`config.mk`:
```
export PLATFORM = sky130hd
export DESIGN_NAME = cla_adder_pipe_flat
export DESIGN_NICKNAME = d
export VERILOG_FILES = /design/src/rtl/cla_adder_pipe_if.sv /design/src/rtl/cla_adder_pipe.sv /design/src/flat_wrapper.sv
export SDC_FILE = /design/constraint.sdc
export NUM_CORES = 1
export LEC_CHECK = 0
export BUFFER_PORTS_ARGS = -buffer_cell sky130_fd_sc_hd__buf_2
export CAP_MARGIN = 15
export CORE_MARGIN = 4
export CORE_UTILIZATION = 45
export CTS_CLUSTER_SIZE = 16
export DETAILED_ROUTE_END_ITERATION = 16
export PLACE_DENSITY_LB_ADDON = 0.08
export SLEW_MARGIN = 0
export SYNTH_ARGS = -nofsm -noshare
export SYNTH_HDL_FRONTEND = slang
export SYNTH_SLANG_ARGS = --single-unit
```
`constraint.sdc`:
```
create_clock -name clk -period 2.6 [get_ports clk]
set_input_delay 0.39 -clock clk [delete_from_list [all_inputs] [get_ports clk]]
set_output_delay 0.39 -clock clk [all_outputs]
set_load 0.01 [all_outputs]
```
`src/rtl/cla_adder_pipe_if.sv`:
```
// Handshake and operand/result bus for the pipelined CLA adder/subtractor.
// The in_sat lane exists only when CLA_SAT_EN is defined.
interface cla_adder_pipe_if #(
    parameter int WIDTH = 32
);
    logic             in_valid;
    logic             in_ready;
    logic [WIDTH-1:0] in_a;
    logic [WIDTH-1:0] in_b;
    logic             in_cin;
    logic             in_sub;
`ifdef CLA_SAT_EN
    logic             in_sat;
`endif
    logic             out_valid;
    logic             out_ready;
    logic [WIDTH-1:0] out_sum;
    logic             out_cout;
    logic             out_ovf;
    logic             out_zero;

    // Producer/consumer side (drives operands, takes results)
    modport master (
        output in_valid, in_a, in_b, in_cin, in_sub,
`ifdef CLA_SAT_EN
        output in_sat,
`endif
        output out_ready,
        input  in_ready, out_valid, out_sum, out_cout, out_ovf, out_zero
    );

    // Adder side
    modport slave (
        input  in_valid, in_a, in_b, in_cin, in_sub,
`ifdef CLA_SAT_EN
        input  in_sat,
`endif
        input  out_ready,
        output in_ready, out_valid, out_sum, out_cout, out_ovf, out_zero
    );
endinterface

```
`src/rtl/cla_adder_pipe.sv`:
```
// Carry-pipelined carry-lookahead adder/subtractor.
// WIDTH bits are split into STAGES segments of SEG bits; each stage resolves one
// segment with BLOCK-bit lookahead groups and registers the carry for the next.
// Optional feature macro: CLA_SAT_EN (adds in_sat, signed saturation on overflow).
module cla_adder_pipe #(
    parameter int WIDTH  = 32,
    parameter int STAGES = 2,
    parameter int BLOCK  = 4
) (
    input logic            clk,
    input logic            rst,
    cla_adder_pipe_if.slave bus
);
    localparam int STG_DIV = (STAGES > 0) ? STAGES : 1;
    localparam int SEG     = WIDTH / STG_DIV;
    localparam int BLK_DIV = (BLOCK > 0) ? BLOCK : 1;
    localparam int NBLK    = SEG / BLK_DIV;

    if (STAGES < 1 || STAGES > 8 || BLOCK < 1 || (WIDTH % STG_DIV) != 0 ||
        (SEG % BLK_DIV) != 0) begin : g_param_check
        $error("cla_adder_pipe: illegal WIDTH/STAGES/BLOCK combination");
    end

    // One SEG-bit CLA: returns {carry out, carry into segment MSB, sum}
    function automatic logic [SEG+1:0] cla_seg(input logic [SEG-1:0] a,
                                               input logic [SEG-1:0] b,
                                               input logic           cin);
        logic [SEG-1:0] g;
        logic [SEG-1:0] p;
        logic [SEG:0]   c;
        logic           pre_g;
        logic           pre_p;
        g    = a & b;
        p    = a ^ b;
        c    = '0;
        c[0] = cin;
        for (int blk = 0; blk < NBLK; blk++) begin
            pre_g = 1'b0;
            pre_p = 1'b1;
            for (int i = 0; i < BLOCK; i++) begin
                pre_g = g[blk*BLOCK+i] | (p[blk*BLOCK+i] & pre_g);
                pre_p = pre_p & p[blk*BLOCK+i];
                c[blk*BLOCK+i+1] = pre_g | (pre_p & c[blk*BLOCK]);
            end
        end
        return {c[SEG], c[SEG-1], p ^ c[SEG-1:0]};
    endfunction

    logic             advance;
    logic             src_valid [STAGES];
    logic [WIDTH-1:0] src_a     [STAGES];
    logic [WIDTH-1:0] src_b     [STAGES];
    logic [WIDTH-1:0] src_sum   [STAGES];
    logic             src_c     [STAGES];
    logic [WIDTH-1:0] res_sum   [STAGES];
    logic             res_cout  [STAGES];
    logic             last_cmsb;
    logic [WIDTH-1:0] fin_sum;
    logic             fin_ovf;

    logic             valid_q [STAGES];
    logic             valid_d [STAGES];
    logic [WIDTH-1:0] a_q     [STAGES];
    logic [WIDTH-1:0] a_d     [STAGES];
    logic [WIDTH-1:0] b_q     [STAGES];
    logic [WIDTH-1:0] b_d     [STAGES];
    logic [WIDTH-1:0] sum_q   [STAGES];
    logic [WIDTH-1:0] sum_d   [STAGES];
    logic             c_q     [STAGES];
    logic             c_d     [STAGES];
`ifdef CLA_SAT_EN
    logic             src_sat [STAGES];
    logic             sat_q   [STAGES];
    logic             sat_d   [STAGES];
`endif
    logic [WIDTH-1:0] out_sum_q;
    logic [WIDTH-1:0] out_sum_d;
    logic             out_cout_q;
    logic             out_cout_d;
    logic             out_ovf_q;
    logic             out_ovf_d;
    logic             out_zero_q;
    logic             out_zero_d;

    assign advance       = ~valid_q[STAGES-1] | bus.out_ready;
    assign bus.in_ready  = advance;
    assign bus.out_valid = valid_q[STAGES-1];
    assign bus.out_sum   = out_sum_q;
    assign bus.out_cout  = out_cout_q;
    assign bus.out_ovf   = out_ovf_q;
    assign bus.out_zero  = out_zero_q;

    // Select each stage's operands: stage 0 from the bus, later stages from the previous register
    always_comb begin
        src_valid[0] = bus.in_valid;
        src_a[0]     = bus.in_a;
        src_b[0]     = bus.in_sub ? ~bus.in_b : bus.in_b;
        src_c[0]     = bus.in_sub | bus.in_cin;
        src_sum[0]   = '0;
`ifdef CLA_SAT_EN
        src_sat[0]   = bus.in_sat;
`endif
        for (int k = 1; k < STAGES; k++) begin
            src_valid[k] = valid_q[k-1];
            src_a[k]     = a_q[k-1];
            src_b[k]     = b_q[k-1];
            src_c[k]     = c_q[k-1];
            src_sum[k]   = sum_q[k-1];
`ifdef CLA_SAT_EN
            src_sat[k]   = sat_q[k-1];
`endif
        end
    end

    // Resolve segment k in stage k and merge it into the travelling partial sum
    always_comb begin : stage_eval
        logic [SEG+1:0] seg_res;
        seg_res   = '0;
        last_cmsb = 1'b0;
        for (int k = 0; k < STAGES; k++) begin
            seg_res     = cla_seg(src_a[k][k*SEG +: SEG], src_b[k][k*SEG +: SEG], src_c[k]);
            res_sum[k]  = src_sum[k];
            res_sum[k][k*SEG +: SEG] = seg_res[SEG-1:0];
            res_cout[k] = seg_res[SEG+1];
            if (k == STAGES - 1) begin
                last_cmsb = seg_res[SEG];
            end
        end
    end

    // Final result of the last stage: overflow flag and optional saturation clamp
    always_comb begin
        fin_sum = res_sum[STAGES-1];
        fin_ovf = last_cmsb ^ res_cout[STAGES-1];
`ifdef CLA_SAT_EN
        if (src_sat[STAGES-1] && fin_ovf) begin
            fin_sum = fin_sum[WIDTH-1] ? {1'b0, {(WIDTH-1){1'b1}}} : {1'b1, {(WIDTH-1){1'b0}}};
        end
`endif
    end

    // Next state: everything shifts together on advance, otherwise holds
    always_comb begin
        valid_d    = valid_q;
        a_d        = a_q;
        b_d        = b_q;
        sum_d      = sum_q;
        c_d        = c_q;
`ifdef CLA_SAT_EN
        sat_d      = sat_q;
`endif
        out_sum_d  = out_sum_q;
        out_cout_d = out_cout_q;
        out_ovf_d  = out_ovf_q;
        out_zero_d = out_zero_q;
        if (advance) begin
            for (int k = 0; k < STAGES; k++) begin
                valid_d[k] = src_valid[k];
                a_d[k]     = src_a[k];
                b_d[k]     = src_b[k];
                sum_d[k]   = res_sum[k];
                c_d[k]     = res_cout[k];
`ifdef CLA_SAT_EN
                sat_d[k]   = src_sat[k];
`endif
            end
            if (src_valid[STAGES-1]) begin
                out_sum_d  = fin_sum;
                out_cout_d = res_cout[STAGES-1];
                out_ovf_d  = fin_ovf;
                out_zero_d = (fin_sum == '0);
            end
        end
    end

    // Pipeline and output registers; reset drops every in-flight beat
    always_ff @(posedge clk or posedge rst) begin
        if (rst) begin
            for (int k = 0; k < STAGES; k++) begin
                valid_q[k] <= 1'b0;
                a_q[k]     <= '0;
                b_q[k]     <= '0;
                sum_q[k]   <= '0;
                c_q[k]     <= 1'b0;
`ifdef CLA_SAT_EN
                sat_q[k]   <= 1'b0;
`endif
            end
            out_sum_q  <= '0;
            out_cout_q <= 1'b0;
            out_ovf_q  <= 1'b0;
            out_zero_q <= 1'b0;
        end else begin
            valid_q    <= valid_d;
            a_q        <= a_d;
            b_q        <= b_d;
            sum_q      <= sum_d;
            c_q        <= c_d;
`ifdef CLA_SAT_EN
            sat_q      <= sat_d;
`endif
            out_sum_q  <= out_sum_d;
            out_cout_q <= out_cout_d;
            out_ovf_q  <= out_ovf_d;
            out_zero_q <= out_zero_d;
        end
    end
endmodule

```
`src/flat_wrapper.sv`:
```
// flat-port wrapper written by rule: the top's interface ports become plain ports
module cla_adder_pipe_flat 
#(
    parameter int WIDTH  = 32,
    parameter int STAGES = 2,
    parameter int BLOCK  = 4
)
  (clk, rst, bus_in_valid, bus_in_a, bus_in_b, bus_in_cin, bus_in_sub, bus_out_ready, bus_in_ready, bus_out_valid, bus_out_sum, bus_out_cout, bus_out_ovf, bus_out_zero);
  cla_adder_pipe_if #(.WIDTH(WIDTH)) bus_i ();
  input logic clk;
  input logic rst;
  input wire logic [$bits(bus_i.in_valid)-1:0] bus_in_valid;
  input wire logic [$bits(bus_i.in_a)-1:0] bus_in_a;
  input wire logic [$bits(bus_i.in_b)-1:0] bus_in_b;
  input wire logic [$bits(bus_i.in_cin)-1:0] bus_in_cin;
  input wire logic [$bits(bus_i.in_sub)-1:0] bus_in_sub;
  input wire logic [$bits(bus_i.out_ready)-1:0] bus_out_ready;
  output wire logic [$bits(bus_i.in_ready)-1:0] bus_in_ready;
  output wire logic [$bits(bus_i.out_valid)-1:0] bus_out_valid;
  output wire logic [$bits(bus_i.out_sum)-1:0] bus_out_sum;
  output wire logic [$bits(bus_i.out_cout)-1:0] bus_out_cout;
  output wire logic [$bits(bus_i.out_ovf)-1:0] bus_out_ovf;
  output wire logic [$bits(bus_i.out_zero)-1:0] bus_out_zero;
  assign bus_i.in_valid = bus_in_valid;
  assign bus_i.in_a = bus_in_a;
  assign bus_i.in_b = bus_in_b;
  assign bus_i.in_cin = bus_in_cin;
  assign bus_i.in_sub = bus_in_sub;
  assign bus_i.out_ready = bus_out_ready;
  assign bus_in_ready = bus_i.in_ready;
  assign bus_out_valid = bus_i.out_valid;
  assign bus_out_sum = bus_i.out_sum;
  assign bus_out_cout = bus_i.out_cout;
  assign bus_out_ovf = bus_i.out_ovf;
  assign bus_out_zero = bus_i.out_zero;
  cla_adder_pipe #(.WIDTH(WIDTH), .STAGES(STAGES), .BLOCK(BLOCK)) u_core (.clk(clk), .rst(rst), .bus(bus_i));
endmodule
```
* After elaboration in Yosys (flattened, before gate mapping)
Index checks and enable logic that the tools add are counted. W data, S select, Z words.
Storage, ports and cells: output and inout port bits 37, bits of input ports 70, bits in latches 0, register bits after elaboration 118, memory bits (read-only) 0, memory bits (writable) 0, memories kept 0, word-level logic and storage cells 160
Cells by class: multiplexer cells 1, equality and inequality tests 0, $mul 0, add/sub/neg operators 0, shifts and indexed selects 0, bitwise logic cells 147, order comparisons 0, reduce and logical (&&, ||, !) cells 2, divide/modulo/power cells 0
Operators with widths (count):
- $and A1 B1 Y1 | 80
- $xor A16 B16 Y16 | 4
- $or A1 B1 Y1 | 58
- $and A16 B16 Y16 | 2
- $logic_not A32 Y1 | 1
- $mux W32 | 1
- $not A32 Y32 | 1
- $reduce_and A2 Y1 | 1
- $not A1 Y1 | 1
- $xor A1 B1 Y1 | 1

* Logic depth before layout (Yosys ltp)
Gate-level depths: netlist of the first run.
depth after elaboration 17, depth in mapped cells 14, depth with buffers taken out 14

* Least setup slack after synthesis of the first run
No wires, ideal clock.
path type input to register, from input bus_in_sub, to register u_core.sum_q, in the netlist u_core.fin_sum[15], arrival time 3102 ps, cell stages on the path 11, setup time 120 ps, slack -622 ps, required time 2480 ps, buffers on the path 2, cells stage by stage clkbuf_1 -> clkbuf_1 -> xor2_1 -> ha_1 -> a2111oi_2 -> nand2_1 -> nor3_1 -> o21bai_1 -> a41o_1 -> or3_1 -> a31o_2
Between the ends: word-level cells in the longest chain between the ends 16, elaborated cells on any way between the ends 46, classes of those cells mux: 1; bitwise: 45
Ends and longest elaborated chain:
- start, declared | line flat_wrapper.sv:16 | input wire logic [$bits(bus_i.in_sub)-1:0] bus_in_sub;
- $mux W32 | line cla_adder_pipe.sv:97 | src_b[0] = bus.in_sub ? ~bus.in_b : bus.in_b;
- $xor A16 B16 Y16 or $and A16 B16 Y16 (tied branches) | line cla_adder_pipe.sv:34, cla_adder_pipe.sv:33
- $and A1 B1 Y1 | line cla_adder_pipe.sv:41 | pre_g = g[blk*BLOCK+i] | (p[blk*BLOCK+i] & pre_g);
- $or A1 B1 Y1 | line cla_adder_pipe.sv:41
- $and A1 B1 Y1 | line cla_adder_pipe.sv:41
- $or A1 B1 Y1 | line cla_adder_pipe.sv:41
- $and A1 B1 Y1 | line cla_adder_pipe.sv:41
- $or A1 B1 Y1 | line cla_adder_pipe.sv:41
- $or A1 B1 Y1 | line cla_adder_pipe.sv:43 | c[blk*BLOCK+i+1] = pre_g | (pre_p & c[blk*BLOCK]);
- $and A1 B1 Y1 | line cla_adder_pipe.sv:43
- $or A1 B1 Y1 | line cla_adder_pipe.sv:43
- $and A1 B1 Y1 | line cla_adder_pipe.sv:43
- $or A1 B1 Y1 | line cla_adder_pipe.sv:43
- $and A1 B1 Y1 | line cla_adder_pipe.sv:43
- $or A1 B1 Y1 | line cla_adder_pipe.sv:43
- $xor A16 B16 Y16 * | line cla_adder_pipe.sv:46 | return {c[SEG], c[SEG-1], p ^ c[SEG-1:0]};
- end signal, assigned | line cla_adder_pipe.sv:197 | sum_q <= sum_d;
- end, declared | line cla_adder_pipe.sv:67 | logic [WIDTH-1:0] sum_q [STAGES];
Every way passes the cells marked *; elsewhere a longest branch is shown, timed or not. A chain may end at the register's enable or synchronous reset.

* Worst setup path in the final report of the first run
from register u_core.a_q[48] (netlist bit), to register u_core.out_zero_q, in the netlist u_core.bus.out_zero
Between the ends: word-level cells in the longest chain between the ends 16, elaborated cells on any way between the ends 43, classes of those cells bitwise: 42; reduce/logical: 1
Ends and longest elaborated chain:
- start, declared | line cla_adder_pipe.sv:63 | logic [WIDTH-1:0] a_q [STAGES];
- start signal, assigned by index | line cla_adder_pipe.sv:181 | a_q[k] <= '0;
- start signal, assigned | line cla_adder_pipe.sv:195 | a_q <= a_d;
- $and A16 B16 Y16 | line cla_adder_pipe.sv:33 | g = a & b;
- $and A1 B1 Y1 | line cla_adder_pipe.sv:41
- $or A1 B1 Y1 | line cla_adder_pipe.sv:41
- $and A1 B1 Y1 | line cla_adder_pipe.sv:41
- $or A1 B1 Y1 | line cla_adder_pipe.sv:41
- $and A1 B1 Y1 | line cla_adder_pipe.sv:41
- $or A1 B1 Y1 | line cla_adder_pipe.sv:41
- $or A1 B1 Y1 | line cla_adder_pipe.sv:43
- $and A1 B1 Y1 | line cla_adder_pipe.sv:43
- $or A1 B1 Y1 | line cla_adder_pipe.sv:43
- $and A1 B1 Y1 | line cla_adder_pipe.sv:43
- $or A1 B1 Y1 | line cla_adder_pipe.sv:43
- $and A1 B1 Y1 | line cla_adder_pipe.sv:43
- $or A1 B1 Y1 | line cla_adder_pipe.sv:43
- $xor A16 B16 Y16 * | line cla_adder_pipe.sv:46
- $logic_not A32 Y1 * | line cla_adder_pipe.sv:171 | out_zero_d = (fin_sum == '0);
- end signal, assigned | line cla_adder_pipe.sv:205 | out_zero_q <= out_zero_d;
- end, declared | line cla_adder_pipe.sv:82 | logic out_zero_q;
Marks and branches as above.

==> results by group, run 1 <==
Run status
  • Status: finished, violations left
  • Violated checks: negative setup slack

Global route
  • Antenna violations before repair: 0
  • Global-route wire length before repair: 19250 um
  • Number of global-route vias before repair: 3878
  • Gr usage total: 19.11%
  • Pin count of the biggest net entering global routing: 87
  • GRT overflow: 0

Drt
  • Pre-antenna DRT Iters: 5
  • Via count: 3955
  • Detailed Route WL: 11720 um
  • Vias/cell: 5.000
  • WL/cell: 14.82 um
  • Initial DRC count: 190
  • # DRC: 0
  • Final ANT Viol Nets: 0

Setup path
  • Setup Crit Path Kind: reg2reg
  • Crit Path Max Fanout: 2
  • R2R depth: 14
  • CP arrival: 3.18 ns
  • CP startpoint kind: register
  • Req. time, crit path: 2.88 ns
  • Crit path capture type: register

Clocking
  • Total CTS buffers: 9
  • Skew-Pair Late Insertion Delay: 0.36 ns
  • CTS sink count: 86
  • Clock buffer depth: 2
  • Reg clk slew, reported paths: 0.08 ns
  • CTS tree: yes
  • Root buf cell: clkbuf_8
  • CTS hold repair buffers: 0
  • H-tree depth: 3

Logic synthesis
  • Ranking of synthesized cells by area: dfrtp_1, ha_1, nand2_1
  • Yosys reg bits: 86
  • Mapped Cells: 499
  • Post-synth ARST share: 100.0%
  • Ys Warns: 0
  • Largest area contributor in the netlist: dfrtp_1
  • Mapped Area: 4845 um^2
  • Ys flop type: dfrtp_1
  • Distinct cells, synth: 46
  • Syn avg cell area: 9.709 um^2
  • Synthesized net count: 609
  • Post-synth EDFFs: 0
  • Post-synthesis sequential area ratio: 44.42%
  • Top-area cell type share of the netlist area: 44.42%

Die
  • # IOs: 107
  • Core area: 10420 um^2
  • # rows: 37
  • Die area: 12490 um^2
  • Die X: 111.8 um
  • Initial Util: 46.51%
  • Die Height: 111.8 um

Placed design
  • Setup WS pre-CTS: -0.4277 ns
  • PortBufs: 106
  • Post-DP Area: 5927 um^2
  • Final Wtd Congestion: 0.8540
  • DP Wirelength: 8879 um
  • Placed cell count: 771

Pwr
  • Pint: 0.003300 W
  • Sequential Power Share: 39.8%
  • Static leakage: 3.029 nW
  • Logic pwr share: 42.5%
  • Clock power share: 17.7%
  • Sw Share: 36.20%
  • Psw: 0.001872 W
  • Pwr dens: 821.7 nW/um^2
  • VDD IR max: 0.3370 mV

Timing
  • Hold WS: 0.1483 ns
  • Setup TNS: -0.4415 ns
  • Slew Limit Fails: 0
  • Max Clk Rate: 345.1 MHz
  • Endpoints failing setup: 4
  • Least-Margin Pin Slew: 0.5345 ns
  • RSZ-0062 raised after global routing: true
  • Final Skew: 0.009975 ns
  • Max transition margin: 64.04%
  • Fin. Hold Viols: 0
  • Worst setup margin: -0.2975 ns
  • Tcrit/Tclk final: 111.4%
  • Fin crit period: 2.898 ns

Cells and area
  • Nets: 760
  • Final instance area: 6295 um^2
  • Register area: 2152 um^2
  • ANT cells: 0
  • Footprint of the multi-input gates: 2738 um^2
  • Layout cells sized above 1: 34.96%
  • Commonest non-fill, non-tap cell in the layout: buf_2
  • Highest-count cells in the layout ignoring fill and taps: buf_2, nand2_1, dfrtp_1, buf_4, o21ai_0
  • Layout area overhead: 29.93%
  • Number of fill cells in the layout: 919
  • Fin cells: 791

Run
  • Max Cap Viol: 0

Min path
  • Hold Crit Class: in2async
state kept, by name (all words and copies together), names as in the netlist:
register,flops
u_core.a_q,16
u_core.b_q,16
u_core.bus.out_cout,1
u_core.bus.out_ovf,1
u_core.bus.out_sum,32
u_core.bus.out_valid,1
u_core.bus.out_zero,1
u_core.c_q,1
u_core.fin_sum,16
u_core.src_valid,1
stage by stage:
| stage | power [W] | utilization [%] |
|---|---|---|
| after floorplan | 0.003236 | - |
| after global placement | 0.004090 | 56.90 |
| after detailed placement | 0.004148 | 56.90 |
| after CTS | 0.005108 | 59.18 |
| after global routing | 0.005575 | 60.43 |
| final | 0.005172 | 60.43 |
final cells by class:
| type | instances | area share [%] |
|---|---|---|
| Inverter | 18 | 1.133 |
| Sequential cell | 86 | 34.19 |
| Timing Repair Buffer | 162 | 15.56 |
| Clock buffer | 13 | 2.206 |
| Tap cell | 136 | 2.703 |
| Clock inverter | 3 | 0.7156 |
| Multi-Input combinational cell | 373 | 43.49 |
power groups by stage:
stage	Clock, W	Sequential [W]	Combinational (W)
after detailed placement	0	0.00207	0.00207
after global placement	0	0.00206	0.00203
after CTS	0.000936	0.00205	0.00212
after global routing	0.00101	0.00211	0.00246
after floorplan	0	0.00211	0.00112
final	0.000914	0.00206	0.00220
synthesized netlist by cell type (2+ instances only):
master    number
nand2_1       99
dfrtp_1       86
o21ai_0       42
ha_1          32
xor2_1        28
a21oi_1       24
nor2_1        23
xnor2_1       21
clkbuf_1      18
inv_1         18
mux2_2        18
fa_1           8
nor3_1         8
o31ai_1        7
nand3_1        6
nor4_1         6
nand2b_1       5
nand4_1        5
nor2b_1        4
or3_1          4
a21o_1         3
and2_1         3
buf_1          3
a211oi_2       2
a21o_2         2
a41o_1         2
nor4b_1        2
o22ai_1        2
repair_timing:
item                                    4_1_cts  5_1_grt
endpoints found under the setup margin        5       12
buffers inserted                              5        4
gates resized for setup                       8       23
pin swaps                                     7       10
path summary, 6_finish.rpt:
kind / from / end / slack (ns)
worst max-delay path: u_core.a_q[48]$_DFFE_PP0N_ / u_core.bus.out_zero$_DFFE_PP0P_ / -0.30
worst min-delay path: rst / u_core.bus.out_sum[11]$_DFFE_PP0P_ / 0.15
worst max register to register: u_core.a_q[48]$_DFFE_PP0N_ / u_core.bus.out_zero$_DFFE_PP0P_ / -0.30
worst min register to register: u_core.bus.out_sum[19]$_DFFE_PP0P_ / u_core.bus.out_sum[19]$_DFFE_PP0P_ / 0.47
max in group asynchronous: rst / u_core.b_q[48]$_DFFE_PP0N_ / 2.10
min in group clk: bus_in_a[20] / u_core.a_q[52]$_DFFE_PP0N_ / 0.22
cell families after synthesis:
kind of cell	share of synthesized area, %
xor+xnor	8.859
compound gates	12.22
simple gates	15.44
buf+inv	3.306
flops	44.42
mux	4.184
fa+ha+maj	11.57
critical path: stages (launching register included):
cell and delay, ns:
dfrtp_1 0.42, ha_4 0.29, a211oi_4 0.06, o21ai_2 0.23, a21oi_2 0.09, nor2b_1 0.11, nor2_1 0.06, nor2b_1 0.12
nor2_1 0.07, fa_2 0.57, nor4b_4 0.18, nand4_1 0.13, nor3_2 0.19, nand3_1 0.11, o31ai_2 0.18
metal layers:
metal | global-route usage [%] | vias up | part of all wire, %
met4 | 3.893 | 0 | 0.74
li1 | - | 2002 | -
met2 | 28.94 | 91 | 46
met3 | 5.326 | 8 | 5.7
met5 | 0 | - | 0
met1 | 27.57 | 1854 | 48
Note: power is estimated with default switching activity, not from simulation.
==> run 2, diff against run 1 <==
--- a/config.mk
+++ b/config.mk
@@ -5,6 +5,7 @@
 export SDC_FILE = /design/constraint.sdc
 export NUM_CORES = 1
 export LEC_CHECK = 0
+export ABC_AREA = 1
 export BUFFER_PORTS_ARGS = -buffer_cell sky130_fd_sc_hd__buf_2
 export CAP_MARGIN = 15
 export CORE_MARGIN = 4
==> results by group, run 2 <==
Run status
  • Status: finished, violations left
  • Violated checks: negative setup slack

Timing
  • RSZ-0062 raised after global routing: true
  • Max transition margin: 58.62%
  • Least-Margin Pin Slew: 0.6194 ns
  • Endpoints failing setup: 1
  • Slew Limit Fails: 0
  • Worst setup margin: -0.2122 ns
  • Final Skew: 0.009288 ns
  • Fin crit period: 2.812 ns
  • Tcrit/Tclk final: 108.2%
  • Max Clk Rate: 355.6 MHz
  • Fin. Hold Viols: 0

Clocking
  • Skew-Pair Late Insertion Delay: 0.36 ns
  • Clock buffer depth: 2
  • H-tree depth: 3
  • Root buf cell: clkbuf_8
  • Reg clk slew, reported paths: 0.10 ns
  • CTS tree: yes
  • Total CTS buffers: 9
  • CTS sink count: 86

Global route
  • GRT overflow: 0
  • Pin count of the biggest net entering global routing: 60
  • Number of global-route vias before repair: 4047
  • Global-route wire length before repair: 19260 um
  • Antenna violations before repair: 0
  • Gr usage total: 18.78%

Logic synthesis
  • Synthesized net count: 706
  • Distinct cells, synth: 30
  • Mapped Area: 4952 um^2
  • Most frequent cells after synthesis: nand2_1, dfrtp_1, inv_1
  • Post-synth EDFFs: 0
  • Ranking of synthesized cells by area: dfrtp_1, nand2_1, ha_1
  • Post-synth ARST share: 100.0%
  • Yosys reg bits: 86
  • Ys flop type: dfrtp_1
  • Ys Warns: 0
  • Count leader, synth: nand2_1
  • Mapped Cells: 596
  • Largest area contributor in the netlist: dfrtp_1
  • Syn avg cell area: 8.309 um^2
  • Post-synthesis sequential area ratio: 43.46%
  • Top-area cell type share of the netlist area: 43.46%

Cells and area
  • Post-layout util: 56.17%
  • ANT cells: 0
  • Highest-count cells in the layout ignoring fill and taps: nand2_1, buf_2, dfrtp_1, inv_1, o21ai_0
  • Layout area overhead: 22.41%
  • Register area: 2152 um^2
  • Commonest non-fill, non-tap cell in the layout: nand2_1
  • Max reg flops: 32
  • Fin cells: 872
  • Final instance area: 6062 um^2
  • Footprint of the multi-input gates: 2505 um^2
  • Number of fill cells in the layout: 1049
  • Nets: 837
  • Layout cells sized above 1: 25.14%

Die
  • Core area: 10790 um^2
  • Die X: 112.9 um
  • # rows: 38
  • Initial Util: 45.88%
  • # IOs: 107
  • Die Height: 112.9 um
  • Die area: 12750 um^2

Drt
  • Vias/cell: 4.678
  • # DRC: 0
  • Initial DRC count: 206
  • Detailed Route WL: 11390 um
  • Pre-antenna DRT Iters: 5
  • Final ANT Viol Nets: 0
  • Via count: 4079
  • WL/cell: 13.06 um

Setup path
  • Setup Crit Path Kind: reg2reg
  • Req. time, crit path: 2.90 ns
  • Crit path capture type: register
  • Crit Path Max Fanout: 3
  • R2R setup slack: -0.21 ns
  • Worst reg2reg path startpoint: u_core.b_q[49]$_DFFE_PP0N_
  • R2R depth: 23
  • CP startpoint kind: register
  • Worst R2R End: u_core.bus.out_zero$_DFFE_PP0P_
  • CP arrival: 3.11 ns

Placed design
  • Setup WS pre-CTS: -0.2443 ns
  • Final Wtd Congestion: 0.8699
  • DP Wirelength: 9073 um
  • Placed cell count: 854
  • PortBufs: 106
  • Post-DP Area: 5844 um^2

Pwr
  • VDD IR max: 0.4296 mV
  • Static leakage: 3.265 nW
  • Pwr dens: 779.4 nW/um^2

Run
  • Max Cap Viol: 0

Min path
  • Hold Crit Class: in2async
run 2: kinds of logic (layout without fill, tap and decap cells):
group,Yosys count,in the layout,share of synthesized area [%]
simple gates,259,259,22.21
compound gates,86,86,9.146
flops,86,86,43.46
buf+inv,85,221,6.796
fa+ha+maj,40,40,11.32
xor+xnor,40,40,7.074
run 2: layout make-up:
| type | instances | share of cell area (%) |
|---|---|---|
| multi-input combinational | 425 | 41.32 |
| sequential | 86 | 35.50 |
| timing repair buffer | 141 | 13.29 |
| inverter | 64 | 4.025 |
| tap | 140 | 2.890 |
| clock buffer | 9 | 2.043 |
| clock inverter | 7 | 0.9288 |
run 2: timing repair:
item                                    in CTS  in global routing
endpoints found under the setup margin       1                  1
resized for setup                            2                  3
pin swaps                                    5                  0
cloned                                       0                  0
setup buffers                                2                  0
hold buffers                                 0                  0
run 2: metrics by stage:
| stage | hold WS [ns] | power (W) | setup TNS, ns |
|---|---|---|---|
| floorplan | 0.4454 | 0.003110 | -0.01268 |
| global placement | 0.4583 | 0.003825 | -0.1253 |
| detailed placement | 0.4616 | 0.003866 | -0.2865 |
| CTS | 0.1008 | 0.004775 | -0.2217 |
| global route | 0.1326 | 0.005140 | -0.4986 |
| finish | 0.09322 | 0.004725 | -0.2122 |
run 2: routing by layer:
metal / global-route usage (%) / vias to the layer above / part of all wire (%)
met3: 3.690 / 6 / 4.8
met4: 4.567 / 0 / 0.57
met5: 0 / - / 0
met2: 27.96 / 84 / 42
li1: - / 2140 / -
met1: 28.25 / 1849 / 52
run 2: critical path, cell delays in order, from the launching register on:
cell	delay (ns)
dfrtp_1	0.43
ha_4	0.29
nand2_1	0.04
nand2_1	0.07
nand2_1	0.05
nand2_1	0.06
nand2_2	0.06
nand3_4	0.08
nand2_2	0.05
nand2_2	0.10
nand2_2	0.07
nand2_4	0.07
fa_2	0.43
nor2_2	0.14
nand2_1	0.07
nor2_1	0.10
nand3_1	0.08
nor2_1	0.09
nand2_1	0.06
nor2_1	0.09
nand2_1	0.06
nor2_1	0.11
nand3_1	0.09
nand2_1	0.06
run 2: power breakdown:
group	switching (W)	internal (W)	leakage, nW
clock	0.000518	0.000359	0.0906
sequential	0.000235	0.00172	1.04
combinational	0.00109	0.000804	2.14
run 2: worst max-delay path by stage:
stage,from,end,cells after the start
final,u_core.b_q[49]$_DFFE_PP0N_,u_core.bus.out_zero$_DFFE_PP0P_,23
after global routing,u_core.b_q[49]$_DFFE_PP0N_,u_core.bus.out_zero$_DFFE_PP0P_,23
after global placement,u_core.b_q[50]$_DFFE_PP0N_,u_core.bus.out_zero$_DFFE_PP0P_,21
after floorplan,u_core.a_q[53]$_DFFE_PP0N_,u_core.bus.out_zero$_DFFE_PP0P_,21
after detailed placement,u_core.b_q[50]$_DFFE_PP0N_,u_core.bus.out_zero$_DFFE_PP0P_,21
after CTS,u_core.a_q[50]$_DFFE_PP0N_,u_core.bus.out_zero$_DFFE_PP0P_,21
==> run 3, diff against run 2 <==
--- a/config.mk
+++ b/config.mk
@@ -9,7 +9,7 @@
 export BUFFER_PORTS_ARGS = -buffer_cell sky130_fd_sc_hd__buf_2
 export CAP_MARGIN = 15
 export CORE_MARGIN = 4
-export CORE_UTILIZATION = 45
+export CORE_UTILIZATION = 50
 export CTS_CLUSTER_SIZE = 16
 export DETAILED_ROUTE_END_ITERATION = 16
 export PLACE_DENSITY_LB_ADDON = 0.08
==> results by group, run 3 (synthesis gave the netlist of run 2 again) <==
Clocking
  • CTS tree: yes
  • Total CTS buffers: 9
  • H-tree depth: 3
  • CTS sink count: 86
  • CTS hold repair buffers: 0
  • Reg clk slew, reported paths: 0.09 ns
  • Root buf cell: clkbuf_8
  • Clock buffer depth: 2
  • Skew-Pair Late Insertion Delay: 0.36 ns

Timing
  • Endpoints failing setup: 1
  • Fin. Hold Viols: 0
  • Setup TNS: -0.1833 ns
  • Worst setup margin: -0.1833 ns
  • Slew Limit Fails: 0
  • Fin crit period: 2.783 ns
  • RSZ-0062 raised after global routing: true
  • Least-Margin Pin Slew: 0.5711 ns
  • Tcrit/Tclk final: 107.0%
  • Max Clk Rate: 359.3 MHz
  • Max transition margin: 61.89%
  • Final Skew: 0.01139 ns

Drt
  • Pre-antenna DRT Iters: 4
  • Initial DRC count: 192
  • Via count: 4109
  • Vias/cell: 4.739
  • Detailed Route WL: 10800 um
  • Final ANT Viol Nets: 0
  • # DRC: 0
  • WL/cell: 12.46 um

Global route
  • Antenna violations before repair: 0
  • Gr usage total: 19.92%
  • Number of global-route vias before repair: 3972
  • GRT overflow: 0
  • Global-route wire length before repair: 18290 um
  • Pin count of the biggest net entering global routing: 87

Setup path
  • Critical-path cell list: ha_4 -> a21o_1 -> nand2_1 -> nand2_2 -> a21oi_2 -> nand2_4 -> nand2_2 -> nand2_4 -> fa_2 -> xor2_1 -> nor2_1 -> nand2_1 -> nor2_1 -> nand3_1 -> nor2_1 -> nand2_1 -> nor2_1 -> nand2_1 -> nor2_1 -> nand3_1 -> nand2_1
  • Crit Path Max Fanout: 4
  • Buf/Inv on CP: 0
  • CP max stage cell: dfrtp_1
  • Worst reg2reg path startpoint: u_core.a_q[53]$_DFFE_PP0N_
  • Crit path capture type: register
  • CP arrival: 3.07 ns
  • Req. time, crit path: 2.89 ns
  • Worst Setup SP: u_core.a_q[53]$_DFFE_PP0N_
  • Delay-heaviest family, CP: simple AND/OR/NAND/NOR gates
  • Worst path max stage delay: 0.42 ns
  • CP startpoint kind: register
  • Setup Crit Path Kind: reg2reg

Cells and area
  • Register area: 2152 um^2
  • Max reg flops: 32
  • Highest-count cells in the layout ignoring fill and taps: nand2_1, buf_2, dfrtp_1, inv_1, o21ai_0
  • ANT cells: 0
  • Layout area overhead: 23.62%
  • Number of fill cells in the layout: 902
  • Commonest non-fill, non-tap cell in the layout: nand2_1
  • Fin cells: 867
  • Nets: 839
  • Footprint of the multi-input gates: 2515 um^2
  • Layout cells sized above 1: 25.07%

Die
  • # rows: 36
  • Die X: 107.5 um
  • Initial Util: 50.90%
  • Die Height: 107.5 um
  • # IOs: 107
  • Die area: 11560 um^2
  • Core area: 9729 um^2

Placed design
  • DP Wirelength: 8483 um
  • PortBufs: 106
  • Setup WS pre-CTS: -0.2517 ns
  • Placed cell count: 845
  • Final Wtd Congestion: 0.8371

Min path
  • Hold Crit Class: in2async

Pwr
  • VDD IR max: 0.3914 mV
  • Pwr dens: 804.1 nW/um^2
  • Static leakage: 3.298 nW

Run status
  • Status: finished, violations left
  • Violated checks: negative setup slack

Run
  • Max Cap Viol: 0
run 3: repair_timing:
action | 4_1_cts | 5_1_grt
setup buffers | 6 | 0
resized for setup | 3 | 2
pin swaps | 6 | 1
cloned | 0 | 0
endpoints found under the setup margin | 1 | 1
run 3: layout make-up:
class / instances / share of cell area (%)
Clock buffer: 11 / 2.309
Multi-Input combinational cell: 425 / 41.08
Timing Repair Buffer: 143 / 13.41
Clock inverter: 5 / 1.349
Inverter: 64 / 3.985
Sequential cell: 86 / 35.15
Tap cell: 133 / 2.718
run 3: metrics by stage:
step                      instance area, um^2  power, W  util [%]  hold slack, ns
final                                    6122  0.004923     62.92          0.1384
after global placement                   5821  0.003815     59.83          0.4576
after detailed placement                 5821  0.003868     59.83          0.4627
after CTS                                6110  0.004967     62.80          0.1632
after global routing                     6122  0.005337     62.92          0.1729
after floorplan                          4975  0.003110         -          0.4454
run 3: worst paths after layout:
| path | endpoint | slack (ns) | cells past startpoint |
|---|---|---|---|
| setup / recovery | u_core.bus.out_zero$_DFFE_PP0P_ | -0.18 | 21 |
| hold / removal | u_core.bus.out_sum[8]$_DFFE_PP0P_ | 0.14 | 3 |
| setup reg to reg | u_core.bus.out_zero$_DFFE_PP0P_ | -0.18 | 21 |
| hold reg to reg | u_core.bus.out_sum[15]$_DFFE_PP0P_ | 0.48 | 2 |
| max in group asynchronous | u_core.b_q[62]$_DFFE_PP0N_ | 2.10 | 3 |
| min in group clk | u_core.a_q[51]$_DFFE_PP0N_ | 0.23 | 3 |
run 3: metal layers:
metal,global-route usage [%],vias to the layer above,share of wire [%]
li1,-,2150,-
met1,29.10,1850,49
met2,30.37,99,44
met3,4.019,10,5.6
met4,5.140,0,1.0
met5,0,-,0
run 3: where the power goes:
part | internal, W | switching [W] | total [W]
clock network | 0.000570 | 0.000469 | 0.00104
logic | 0.000841 | 0.00109 | 0.00193
registers | 0.00172 | 0.000230 | 0.00195
total | 0.00313 | 0.00179 | 0.00492
run 3: worst register-to-register path, delay by kind of cell, from the launching register on:
kind / cells / cell delay, ns
xor gates and xnor gates: 1 / 0.16
AOI/OAI and AO/OA: 2 / 0.36
adders and majority gates: 2 / 0.60
DFF: 1 / 0.42
and+or+nand+nor: 16 / 1.20
